### src/rtl/avr_stage_sequencer_if.sv
// Bundle of run control, program-memory, ALU/decoder and stage-enable signals around avr_stage_sequencer.
// With SEQ_PERF_EN defined the bundle also carries instr_count and stall_count.
interface avr_stage_sequencer_if #(
    parameter int PC_W = 8
);
    logic            run;
    logic            mem_ready;
    logic [15:0]     instruction;
    logic            branch_taken;
    logic [PC_W-1:0] branch_target;
    logic            wb_needed;
    logic            en_Fetch;
    logic            en_Decode;
    logic            en_Execute;
    logic            en_Writeback;
    logic [PC_W-1:0] pc;
    logic [15:0]     ir;
    logic            halted;
    logic [2:0]      state;
`ifdef SEQ_PERF_EN
    logic [15:0]     instr_count;
    logic [15:0]     stall_count;
`endif

    modport master (
        input  run, mem_ready, instruction, branch_taken, branch_target, wb_needed,
        output en_Fetch, en_Decode, en_Execute, en_Writeback, pc, ir, halted, state
`ifdef SEQ_PERF_EN
        , output instr_count, stall_count
`endif
    );

    modport slave (
        output run, mem_ready, instruction, branch_taken, branch_target, wb_needed,
        input  en_Fetch, en_Decode, en_Execute, en_Writeback, pc, ir, halted, state
`ifdef SEQ_PERF_EN
        , input instr_count, stall_count
`endif
    );
endinterface

### src/rtl/avr_stage_sequencer.sv
// Multi-cycle fetch/decode/execute/writeback sequencer owning pc and ir for the AVR-style core.
// Optional SEQ_PERF_EN adds saturating instr_count and stall_count counters.
module avr_stage_sequencer #(
    parameter int              PC_W        = 8,
    parameter logic [PC_W-1:0] RESET_PC    = '0,
    parameter logic [15:0]     HALT_OPCODE = 16'h9598
) (
    input logic clk,
    input logic rst,
    avr_stage_sequencer_if.master bus
);
    localparam logic [2:0] S_IDLE      = 3'd0;
    localparam logic [2:0] S_FETCH     = 3'd1;
    localparam logic [2:0] S_DECODE    = 3'd2;
    localparam logic [2:0] S_EXECUTE   = 3'd3;
    localparam logic [2:0] S_WRITEBACK = 3'd4;
    localparam logic [2:0] S_HALT      = 3'd5;

    logic [2:0]      state_q;
    logic [PC_W-1:0] pc_q;
    logic [15:0]     ir_q;
    logic            halted_q;

    // Memory handshake: FETCH holds en_Fetch as the request; the word is taken
    // on any edge where mem_ready=1 in FETCH, with no limit on wait cycles.
    always_ff @(posedge clk) begin
        if (rst) begin
            state_q  <= S_IDLE;
            pc_q     <= RESET_PC;
            ir_q     <= 16'h0000;
            halted_q <= 1'b0;
        end else begin
            case (state_q)
                S_IDLE: begin
                    if (bus.run) state_q <= S_FETCH;
                end
                S_FETCH: begin
                    if (bus.mem_ready) begin
                        ir_q    <= bus.instruction;
                        state_q <= S_DECODE;
                    end
                end
                S_DECODE: begin
                    if (ir_q == HALT_OPCODE) begin
                        state_q  <= S_HALT;
                        halted_q <= 1'b1;
                    end else begin
                        state_q <= S_EXECUTE;
                    end
                end
                S_EXECUTE: begin
                    pc_q <= bus.branch_taken ? bus.branch_target : pc_q + PC_W'(1);
                    if (bus.wb_needed)  state_q <= S_WRITEBACK;
                    else if (bus.run)   state_q <= S_FETCH;
                    else                state_q <= S_IDLE;
                end
                S_WRITEBACK: begin
                    state_q <= bus.run ? S_FETCH : S_IDLE;
                end
                S_HALT: begin
                    state_q <= S_HALT;
                end
                default: begin
                    state_q <= S_IDLE;
                end
            endcase
        end
    end

    assign bus.en_Fetch     = (state_q == S_FETCH);
    assign bus.en_Decode    = (state_q == S_DECODE);
    assign bus.en_Execute   = (state_q == S_EXECUTE);
    assign bus.en_Writeback = (state_q == S_WRITEBACK);
    assign bus.pc           = pc_q;
    assign bus.ir           = ir_q;
    assign bus.halted       = halted_q;
    assign bus.state        = state_q;

`ifdef SEQ_PERF_EN
    logic [15:0] instr_cnt_q;
    logic [15:0] stall_cnt_q;

    // Halt instructions leave DECODE towards HALT and so never bump instr_count.
    always_ff @(posedge clk) begin
        if (rst) begin
            instr_cnt_q <= 16'h0000;
            stall_cnt_q <= 16'h0000;
        end else begin
            if (state_q == S_DECODE && ir_q != HALT_OPCODE && instr_cnt_q != 16'hFFFF)
                instr_cnt_q <= instr_cnt_q + 16'd1;
            if (state_q == S_FETCH && !bus.mem_ready && stall_cnt_q != 16'hFFFF)
                stall_cnt_q <= stall_cnt_q + 16'd1;
        end
    end

    assign bus.instr_count = instr_cnt_q;
    assign bus.stall_count = stall_cnt_q;
`endif
endmodule

### src/flat_wrapper.sv
// flat-port wrapper written by rule: the top's interface ports become plain ports
module avr_stage_sequencer_flat 
#(
    parameter int              PC_W        = 8,
    parameter logic [PC_W-1:0] RESET_PC    = '0,
    parameter logic [15:0]     HALT_OPCODE = 16'h9598
)
  (clk, rst, bus_run, bus_mem_ready, bus_instruction, bus_branch_taken, bus_branch_target, bus_wb_needed, bus_en_Fetch, bus_en_Decode, bus_en_Execute, bus_en_Writeback, bus_pc, bus_ir, bus_halted, bus_state);
  avr_stage_sequencer_if #(.PC_W(PC_W)) bus_i ();
  input logic clk;
  input logic rst;
  input wire logic [$bits(bus_i.run)-1:0] bus_run;
  input wire logic [$bits(bus_i.mem_ready)-1:0] bus_mem_ready;
  input wire logic [$bits(bus_i.instruction)-1:0] bus_instruction;
  input wire logic [$bits(bus_i.branch_taken)-1:0] bus_branch_taken;
  input wire logic [$bits(bus_i.branch_target)-1:0] bus_branch_target;
  input wire logic [$bits(bus_i.wb_needed)-1:0] bus_wb_needed;
  output wire logic [$bits(bus_i.en_Fetch)-1:0] bus_en_Fetch;
  output wire logic [$bits(bus_i.en_Decode)-1:0] bus_en_Decode;
  output wire logic [$bits(bus_i.en_Execute)-1:0] bus_en_Execute;
  output wire logic [$bits(bus_i.en_Writeback)-1:0] bus_en_Writeback;
  output wire logic [$bits(bus_i.pc)-1:0] bus_pc;
  output wire logic [$bits(bus_i.ir)-1:0] bus_ir;
  output wire logic [$bits(bus_i.halted)-1:0] bus_halted;
  output wire logic [$bits(bus_i.state)-1:0] bus_state;
  assign bus_i.run = bus_run;
  assign bus_i.mem_ready = bus_mem_ready;
  assign bus_i.instruction = bus_instruction;
  assign bus_i.branch_taken = bus_branch_taken;
  assign bus_i.branch_target = bus_branch_target;
  assign bus_i.wb_needed = bus_wb_needed;
  assign bus_en_Fetch = bus_i.en_Fetch;
  assign bus_en_Decode = bus_i.en_Decode;
  assign bus_en_Execute = bus_i.en_Execute;
  assign bus_en_Writeback = bus_i.en_Writeback;
  assign bus_pc = bus_i.pc;
  assign bus_ir = bus_i.ir;
  assign bus_halted = bus_i.halted;
  assign bus_state = bus_i.state;
  avr_stage_sequencer #(.PC_W(PC_W), .RESET_PC(RESET_PC), .HALT_OPCODE(HALT_OPCODE)) u_core (.clk(clk), .rst(rst), .bus(bus_i));
endmodule
### config.mk
export PLATFORM = sky130hd
export DESIGN_NAME = avr_stage_sequencer_flat
export DESIGN_NICKNAME = d
export VERILOG_FILES = /design/src/rtl/avr_stage_sequencer_if.sv /design/src/rtl/avr_stage_sequencer.sv /design/src/flat_wrapper.sv
export SDC_FILE = /design/constraint.sdc
export NUM_CORES = 1
export LEC_CHECK = 0
export CORE_MARGIN = 5
export CORE_UTILIZATION = 41
export CTS_CLUSTER_DIAMETER = 50
export DETAILED_ROUTE_END_ITERATION = 7
export HOLD_SLACK_MARGIN = 0.05
export PLACE_DENSITY = 0.82
export RECOVER_POWER = 25
export REMOVE_ABC_BUFFERS = 1
export SYNTH_ARGS = -nofsm -noshare
export SYNTH_HDL_FRONTEND = slang
export SYNTH_SLANG_ARGS = --single-unit
### constraint.sdc
create_clock -name clk -period 1.7 [get_ports clk]
set_input_delay 0.34 -clock clk [delete_from_list [all_inputs] [get_ports clk]]
set_output_delay 0.34 -clock clk [all_outputs]
set_load 0.01 [all_outputs]
## Word-level counts from Yosys, hierarchy flattened

Cells that the tools add are included.

| storage, ports and cells | value |
|---|---|
| register bits | 28 |
| bits in latches | 0 |
| RAM bits | 0 |
| ROM bits | 0 |
| input bits | 30 |
| output and inout port bits | 32 |
| word-level logic and storage cells | 24 |
| memories | 0 |

| cells by class | value |
|---|---|
| add/sub/neg operators | 1 |
| multipliers | 0 |
| divide/modulo/power cells | 0 |
| order comparisons | 0 |
| equal/unequal tests | 8 |
| shift-type cells | 0 |
| multiplexer cells | 7 |
| bitwise logic cells | 0 |
| reductions and logical operators | 4 |

Operators by type and width:

| kind | count |
|---|---|
| one-hot mux 3 bit (6 select lines) | 1 |
| equality test 16 bit, second input constant | 1 |
| 2-to-1 mux 3 bit | 4 |
| adder 8 x 1 -> 8 bit, second input constant | 1 |
| 2-to-1 mux 8 bit | 1 |
| equality test 3 x 2 -> 1 bit, second input constant | 2 |
| equality test 3 bit, second input constant | 2 |
| AND reduction 2 bit | 3 |
| != test 2 bit, second input constant | 2 |
| equality test 3 x 1 -> 1 bit, second input constant | 1 |
| logical NOT 3 bit | 1 |
| 2-to-1 mux 1 bit | 1 |

## Longest topological paths before layout

Gate-level depths: netlist (run 1).

| depth | value |
|---|---|
| depth in word-level cells | 3 |
| depth in mapped cells | 7 |
| mapped depth without buffers | 5 |

## Worst setup path before layout (run 1)

OpenSTA, ideal clock, no wires.

| timing | value |
|---|---|
| path type | reg2reg |
| from | register u_core.state_q[0], in the netlist u_core.bus.state[0] |
| to | register u_core.ir_q[10], in the netlist u_core.bus.ir[10] |
| arrival time | 1,273 ps |
| setup slack | 291 ps |
| stages on the path, launching flop included | 7 |
| clock period less this slack | 1,409 ps |
| cells stage by stage | dfxtp_1 buf_6 nor3b_4 nand2_1 buf_2 nand2_1 a21oi_2 |

| on the way | value |
|---|---|
| longest elaborated chain between the ends | 2 |

RTL lines:

| item | line | source |
|---|---|---|
| start: declaration | avr_stage_sequencer.sv:19 | `logic [2:0] state_q;` |
| start signal: assignment | avr_stage_sequencer.sv:58 | `state_q <= bus.run ? S_FETCH : S_IDLE;` |
| equality test 3 x 1 -> 1 bit | n/a |  |
| net bus_en_Fetch | flat_wrapper.sv:18 | `output wire logic [$bits(bus_i.en_Fetch)-1:0] bus_en_Fetch;` |
| AND reduction 2 bit (no line) | n/a |  |
| end signal: assignment | avr_stage_sequencer.sv:39 | `ir_q <= bus.instruction;` |
| end: declaration | avr_stage_sequencer.sv:21 | `logic [15:0] ir_q;` |

The timed path passes the listed nets, and every way through them passes these cells.
A chain may end at the register's enable or synchronous reset.

## Final worst setup path (run 1)

| timing | value |
|---|---|
| from | register u_core.ir_q[6], in the netlist u_core.bus.ir[6] |
| to | output bus_ir[6] |

RTL lines:

| item | line | source |
|---|---|---|
| end: declaration | flat_wrapper.sv:23 | `output wire logic [$bits(bus_i.ir)-1:0] bus_ir;` |

No word-level cell between the ends.

==> results of run 1 <==
routing by layer:
metal  vias to the layer above  routed length, um
met3                         4                419
met4                         0                 33
met1                       639               1560
li1                        729                  -
met5                         -                  0
met2                        56               1810
cell usage in the layout (no fill, tap or decap), drive strengths merged, types with 2 or more instances in the layout:
cell type / count
nand3: 4
dlygate4sd2: 2
buf: 17
nor3b: 4
and3: 2
clkbuf: 8
clkdlybuf4s50: 54
nand2b: 2
a22oi: 2
a21oi: 29
nand2: 39
o21ai: 8
inv: 3
nand3b: 2
nor4bb: 3
nand4: 2
dfxtp: 28
a31oi: 3
nor2: 8
a211oi: 3
sequential cells by signal (all words and copies together) (netlist names):
register / count
u_core.bus.ir: 16
u_core.bus.pc: 8
u_core.bus.halted: 1
u_core.bus.state: 3
worst min path at each step:
stage | end | slack, ns | depth (start not counted)
floorplan | u_core.bus.ir[10] | 0.40 | 1
global placement | u_core.bus.ir[3] | 0.45 | 2
detailed placement | u_core.bus.ir[3] | 0.46 | 2
CTS | u_core.bus.ir[3] | 0.48 | 2
global route | u_core.bus.ir[3] | 0.51 | 2
finish | u_core.bus.ir[2] | 0.48 | 2
power breakdown:
group / internal [mW] / leakage, nW / switching [mW]
clock network: 0.131 / 0.0210 / 0.194
registers: 0.681 / 0.231 / 0.0222
logic: 0.186 / 0.542 / 0.142
timing repair:
| action | CTS | global route |
|---|---|---|
| gates resized for setup | 19 | 10 |
| hold buffers | 0 | 0 |
| buffers inserted | 2 | 0 |
| endpoints found under the setup margin | 10 | 8 |
cell families (layout without fill, tap and decap cells):
| logic type | Yosys count | count (layout) |
|---|---|---|
| adders and majority gates | 1 | 1 |
| muxes | 1 | 1 |
| and+or+nand+nor | 73 | 73 |
| AOI/OAI and AO/OA | 50 | 50 |
| DFF | 28 | 28 |
| buffers and inverters | 15 | 85 |
layout make-up:
class,instances,area [um2]
inverters,3,11.3
multi-input cells,125,738
well taps,46,57.6
repair buffers,78,728
flip-flops and latches,28,574
clock buffers,4,36.3
fillers,308,1160
per-stage QoR:
stage | hold WS, ns | area [um2] | cells | utilization [%]
6_report | 0.481 | 2150 | 284 | 64.8
5_1_grt | 0.507 | 2150 | 284 | 64.8
4_1_cts | 0.480 | 2150 | 284 | 65.0
3_5_place_dp | 0.464 | 2090 | 278 | 63.2
3_3_place_gp | 0.450 | 2090 | 278 | 63.2
2_1_floorplan | 0.402 | 1300 | 156 | -
==> out/results.txt, run 1 <==
Outcome -> finished clean
Count leader, synth -> nand2_1
H-tree levels -> 1
Initial antenna violation count -> 0
Die ar. -> 4650 um2
Ys async rst share -> 0%
Routing usage on met1 -> 19.2%
Worst-path clk slew -> 0.15 ns
Top cell type's share of synthesized area -> 40.3%
CP required -> 1.36 ns
Clock Skews -> 0.00642 ns
Number of detailed-route iterations in the first pass -> 4
Number of synthesized flops with an enable pin -> 0
CP max stage cell -> clkdlybuf4s50_1
TritonCTS buffer count -> 3
WS Path Type -> register to output port
Maximum VDD drop -> 0.327 mV
GRT overflow -> 0
DRT iter0 DRCs -> 162
Cells after synthesis -> 168
FP Rows -> 21
Clock tree buffer depth -> 2
Final min period -> 1.64 ns
DP Worst Slack -> 0.0259 ns
# setup viols final -> 0
Worst Path Buf+Inv -> 1
First-pass GRT wire length -> 6030 um
Cell family with the largest share of critical-path delay -> buffers and inverters
Synth Area in Compound Gates -> 22.9%
GRT Resource Usage Total -> 16.8%
Worst-path cell chain -> clkdlybuf4s50_1
Setup WS post-layout -> 0.0624 ns
GR peak layer -> met2
Largest family of logic cells by synthesized area -> simple AND/OR/NAND/NOR gates
Total power -> 1.36 mW
I/O pins -> 62
M3 GR Usage -> 6.24%
Cell variety after synth -> 40
CP max FO -> 3
Nets -> 270
Share of cells above drive strength 1 -> 20.2%
Origin of the worst setup path -> u_core.bus.ir[6]
Xor/xnor share of the synthesized area -> 0%
Commonest cells post-synth -> nand2_1, dfxtp_1, a21oi_1
Reg2reg start -> u_core.bus.state[2]
Die Ht -> 68.2 um
Final hold vios -> 0
DP Wirelength -> 2870 um
Avg Cell Area, Syn -> 8.27 um2
Clock Latency Late Sink -> 0.32 ns
Sequential element share of the synthesized area -> 40.3%
Routed vias -> 1428
CP startpoint kind -> register
Hold path startpoint -> u_core.bus.ir[2]
Worst path depth -> 1
Die Wd -> 68.2 um
Crit. End Element -> output port
Max incr delay on CP -> 0.58 ns
Pin count of the biggest net entering global routing -> 17
Post-synth top area cell -> dfxtp_1
# clock sinks -> 28
Worst R2R End -> u_core.bus.ir[3]
Setup TNS -> 0 ns
Remaining antenna violation count -> 0
Grt met2 use -> 29.5%
Synth Area in Adders -> 0.900%
Fraction of the mapped netlist area in simple logic gates -> 27.9%
Flop-to-flop setup slack -> 0.24 ns
Final Slew Violations -> 0
Mapped Area -> 1390 um2
RD Place Congestion -> 0.839
Remaining DRCs -> 0
Synth area leaders -> dfxtp_1, nand2_1, a21oi_1
CP endpoint -> bus_ir[6]
Max Cap Viol -> 0
Proportion of synthesized area in mux cells -> 0.720%
P_leak -> 0.794 nW
Core ar. -> 3310 um2
PwrDens -> 632 nW/um2
Worst slew margin -> 68.2%
Vias in the first global route -> 1384
Number of synthesis warnings -> 0
TritonCTS clock tree -> done
Port buffer count -> 61
Top FF cell, synth -> dfxtp_1
Hold WC Path Type -> register to register
Post-Route WL -> 3830 um
RSZ-0062 raised after global routing -> false
DR vias/cell -> 5.03
CP arrival -> 1.30 ns
Root Buffer -> clkbuf_4
Final period util -> 96.3%
DR WL/cell -> 13.5 um
R2R depth -> 7
Worst-margin pin slew -> 0.470 ns
Antenna diodes -> 0
Area growth syn-to-layout -> 54.4%
Number of synthesized register bits -> 28
Fmax -> 0.611 GHz
Initial Utilization -> 42.0%
Note: power is estimated with default switching activity, not from simulation.
==> inputs of run 2 (changes only) <==
--- a/config.mk
+++ b/config.mk
@@ -8,6 +8,7 @@
 export CORE_MARGIN = 5
 export CORE_UTILIZATION = 41
 export CTS_CLUSTER_DIAMETER = 50
+export CTS_CLUSTER_SIZE = 25
 export DETAILED_ROUTE_END_ITERATION = 7
 export HOLD_SLACK_MARGIN = 0.05
 export PLACE_DENSITY = 0.82
==> results of run 2 <==
The final DEF is identical to that of run 1; final timing and power are the same.
